## config.mk

```make
export PLATFORM = sky130hd
export DESIGN_NAME = sr_latch_bank
export DESIGN_NICKNAME = d
export VERILOG_FILES = /design/src/rtl/sr_latch_bank.sv
export SDC_FILE = /design/constraint.sdc
export NUM_CORES = 1
export LEC_CHECK = 0
export ABC_AREA = 1
export BUFFER_PORTS_ARGS = -buffer_cell sky130_fd_sc_hd__buf_2
export CORE_MARGIN = 2
export CORE_UTILIZATION = 42
export CTS_CLUSTER_SIZE = 8
export DETAILED_ROUTE_END_ITERATION = 6
export HOLD_SLACK_MARGIN = 0.1
export PLACE_DENSITY = 0.76
export SLEW_MARGIN = 10
export SYNTH_ARGS = -nofsm -noshare
export SYNTH_HDL_FRONTEND = slang
export SYNTH_SLANG_ARGS = --single-unit
```

## constraint.sdc

```tcl
create_clock -name clk_i -period 1.1 [get_ports clk_i]
set_input_delay 0.055 -clock clk_i [delete_from_list [all_inputs] [get_ports clk_i]]
set_output_delay 0.055 -clock clk_i [all_outputs]
set_load 0.005 [all_outputs]
```

## src/rtl/sr_latch_bank.sv

```systemverilog
// Bank of synchronous set/reset flag cells with selectable set/clear conflict resolution,
// an optional post-set minimum-hold window, edge pulses and conflict bookkeeping.
module sr_latch_bank #(
  parameter int unsigned CHANNELS    = 4,
  parameter int unsigned MODE        = 0,
  parameter int unsigned HOLD_CYCLES = 0,
  parameter int unsigned CNT_W       = 8
) (
  input  logic                clk_i,
  input  logic                reset_i,
  input  logic [CHANNELS-1:0] set_i,
  input  logic [CHANNELS-1:0] clr_i,
  input  logic                conflict_ack_i,
  output logic [CHANNELS-1:0] q_o,
  output logic [CHANNELS-1:0] q_bar_o,
  output logic [CHANNELS-1:0] rise_o,
  output logic [CHANNELS-1:0] fall_o,
  output logic [CHANNELS-1:0] conflict_o,
  output logic [CNT_W-1:0]    conflict_cnt_o
);

  // A disabled timer still needs one bit of storage; it simply never loads non-zero.
  localparam int unsigned TW = (HOLD_CYCLES > 0) ? $clog2(HOLD_CYCLES + 1) : 1;
  localparam logic [TW-1:0]    HoldLoad = TW'(HOLD_CYCLES);
  localparam logic [CNT_W-1:0] CntMax   = '1;

  logic [CHANNELS-1:0] q_q, q_d;
  logic [CHANNELS-1:0] rise_q, rise_d;
  logic [CHANNELS-1:0] fall_q, fall_d;
  logic [CHANNELS-1:0] conf_q, conf_d;
  logic [TW-1:0]       tmr_q [CHANNELS];
  logic [TW-1:0]       tmr_d [CHANNELS];
  logic [CNT_W-1:0]    cnt_q, cnt_d;
  logic [CHANNELS-1:0] eclr;
  logic [CHANNELS-1:0] both;

  always_comb begin
    both = set_i & clr_i;
    eclr = '0;
    q_d  = q_q;
    for (int i = 0; i < CHANNELS; i++) begin
      eclr[i] = clr_i[i] & (tmr_q[i] == '0);
      case ({set_i[i], eclr[i]})
        2'b10:   q_d[i] = 1'b1;
        2'b01:   q_d[i] = 1'b0;
        2'b11: begin
          case (MODE)
            0:       q_d[i] = 1'b0;
            1:       q_d[i] = 1'b1;
            3:       q_d[i] = ~q_q[i];
            default: q_d[i] = q_q[i];
          endcase
        end
        default: q_d[i] = q_q[i];
      endcase
    end

    for (int i = 0; i < CHANNELS; i++) begin
      if (q_d[i] && !q_q[i]) begin
        tmr_d[i] = HoldLoad;
      end else if (tmr_q[i] != '0) begin
        tmr_d[i] = tmr_q[i] - 1'b1;
      end else begin
        tmr_d[i] = tmr_q[i];
      end
    end

    rise_d = q_d & ~q_q;
    fall_d = ~q_d & q_q;
    // A fresh conflict overrides an acknowledge in the same cycle.
    conf_d = (conf_q & ~{CHANNELS{conflict_ack_i}}) | both;

    cnt_d = cnt_q;
    if ((|both) && (cnt_q != CntMax)) begin
      cnt_d = cnt_q + 1'b1;
    end
  end

  always_ff @(posedge clk_i) begin
    if (reset_i) begin
      q_q    <= '0;
      rise_q <= '0;
      fall_q <= '0;
      conf_q <= '0;
      cnt_q  <= '0;
      for (int i = 0; i < CHANNELS; i++) begin
        tmr_q[i] <= '0;
      end
    end else begin
      q_q    <= q_d;
      rise_q <= rise_d;
      fall_q <= fall_d;
      conf_q <= conf_d;
      cnt_q  <= cnt_d;
      for (int i = 0; i < CHANNELS; i++) begin
        tmr_q[i] <= tmr_d[i];
      end
    end
  end

  assign q_o            = q_q;
  assign q_bar_o        = ~q_q;
  assign rise_o         = rise_q;
  assign fall_o         = fall_q;
  assign conflict_o     = conf_q;
  assign conflict_cnt_o = cnt_q;

endmodule

```

==> run metrics <==
IO Port Bufs=38; Leak=0.7921 nW; gpl congestion=0.7740; Ys Warns=0; Final Hold Fails=0; Setup crit end kind=flip-flop; via count of the first global-routing pass=996; io pins=39; Worst Path Max Fanout=11; commonest non-fill, non-tap cell in the layout=nand2_1; Tmin final=1.141 ns; Residual DRC=0; Sinks on Clock Net=24; Tcrit/Tclk final=103.7%; Tot GR Track Use=19.23%; CTS H-Tree Depth=1; NumNets Final=213; pwr dens=1087 mW/mm^2; Slew headroom=77.97%; Core Area=about 0.0023 sq mm; largest net degree at the start of global routing=18; via/cell ratio=4.636; Congestion Overflow GR=0; worst path cell trace=buf_2, dlygate4sd3_1, nand2_1, nand2_1, inv_1, nand2_4, nand2_4, nand2_1, a21oi_2; Register Area=just under 500 sq um; final setup TNS=-0.2380 ns; violated checks=setup timing; initial antenna violation count=0; final WL=2331 um; Clock Latency Late Sink=0.30 ns; CTS Buffer Depth=2; routed vias=1057; CP Data Required Time=1.34 ns; Most common cell on crit path=nand2_1; Seq cells post-synth=24; Layout area overhead=48.77%; HP Class=in -> reg; Max Cap Violations=0; Worst Setup Path Type=in -> reg; clock root buffer master=clkbuf_4; DIE HEIGHT=roughly 53 um; Mapped Area=0.001016 sq mm; Antenna Nets Post-Route=0; wire length per cell=10.22 um; Pre-antenna DRT Iters=5; Fmax achieved=0.8764 GHz; Fillers=216; dpl ws=-0.06929 ns; outcome=complete, but fails checks; WP data arrival=1.38 ns; Critical Path Slowest Stage Cell=dlygate4sd3_1; final worst-path setup slack=-0.04102 ns; area of the die=0.002829 sq mm; worst slew pin tran=around 0.33 ns; Net Count, Synth=151; fraction of layout instances using a drive strength above 1=between 30% and 40%; first-pass GRT wire length=~4000 um; # setup viols final=7; Cells after Synth=139; Clock Skew=0.008916 ns; peak supply drop=0.9950 mV; most frequent cells in the layout=nand2_1 (39), buf_2 (37), inv_1 (21); Final HPWL DP=1703 um; synth unique cells=18; Std-Cell Rows=17; Avg Inst Size Synth=7.309 sq um; Hold Slack=0.1144 ns; slowest stage delay, CP=0.59 ns; final core utilization=67.04%; die width=approximately 53 um; cts bufs inserted=3; Starting Density=45.06%; DRT iter0 DRCs=14; startpoint class of the critical path=primary input; Final Max Slew Viols=0; CTS tree=built; combined area of the multi-input logic cells=484.2 sq um; clock-pin slew on the worst setup and hold paths=0.12 ns; sequential share of the synthesized area=47.29%; diode count=0; RSZ-0062 raised after global routing=true
==> metal layers <==
| layer | wire length [um] | GRT usage [%] | vias to the layer above |
|---|---|---|---|
| met5 | 0 | 0 | - |
| met4 | 25 | 8.120 | 0 |
| met3 | 112 | 3.672 | 4 |
| li1 | - | - | 546 |
| met1 | 1069 | 22.78 | 475 |
| met2 | 1124 | 33.54 | 32 |
==> report_power, final <==
group	switching, mW	leakage [nW]	internal, mW
clock network	0.237	0.0210	0.202
logic	0.128	0.572	0.143
registers	0.0267	0.199	0.907
==> synth_stat cells, drive strengths merged <==
cell,number,area [sq um]
xor2,1,8.760
nand2,43,181.4
inv,21,78.83
clkbuf,1,3.750
dfxtp,24,480.5
a21oi,9,56.31
nand3,8,40.04
nand4,3,18.77
o21ai,1,5.000
nor3,4,20.02
nor2,21,93.84
buf,2,16.26
ha,1,12.51
==> critical path, delay by kind of cell <==
| kind | cells | cell delay, ns |
|---|---|---|
| and+or+nand+nor | 5 | 0.43 |
| AOI/OAI and AO/OA | 1 | 0.11 |
| buffers and inverters | 3 | 0.78 |
==> state kept, by name, summed over array words and instances, names as in the netlist <==
name and flops:
rise_o 4, conflict_o 4, q_o 4, fall_o 4, conflict_cnt_o 8
==> layout make-up <==
type | count | share of cell area, %
tap | 28 | 2.318
multi-input combinational | 92 | 32.04
timing repair buffer | 59 | 25.50
inverter | 21 | 5.215
clock buffer | 4 | 2.401
sequential | 24 | 32.53
==> path summary, 6_finish.rpt <==
check             slack (ns)  cells past startpoint                             end                           start
setup / recovery       -0.04                      9  conflict_cnt_o[4]$_SDFFE_PP0P_                        clr_i[0]
hold reg to reg         0.47                      2        conflict_o[1]$_SDFF_PP0_        conflict_o[1]$_SDFF_PP0_
hold / removal          0.11                      2            fall_o[3]$_SDFF_PP0_                         reset_i
setup reg to reg       -0.04                      7  conflict_cnt_o[5]$_SDFFE_PP0P_  conflict_cnt_o[0]$_SDFFE_PP0P_
==> per-stage QoR <==
step / power, mW / std cells / instance area, sq um
5_1_grt: 1.735 / 228 / 1511
2_1_floorplan: 1.063 / 139 / 1036
3_5_place_dp: 1.157 / 209 / 1294
3_3_place_gp: 1.146 / 209 / 1294
6_report: 1.643 / 228 / 1511
4_1_cts: 1.646 / 226 / 1475
==> cells by family after synthesis <==
| group | synth area share, % |
|---|---|
| xor gates and xnor gates | 0.8622 |
| AOI/OAI and AO/OA | 6.035 |
| adders and majority gates | 1.231 |
| and+or+nand+nor | 34.85 |
| buffers and inverters | 9.729 |
| DFF | 47.29 |
==> repair_timing <==
action,4_1_cts,5_1_grt
gates cloned,1,0
pin swaps,6,5
setup endpoints to repair,7,10
hold endpoints to repair,16,8
hold buffers,9,2
buffers inserted,3,0
gates resized for setup,7,5
Power figures use the tool's default switching activity.
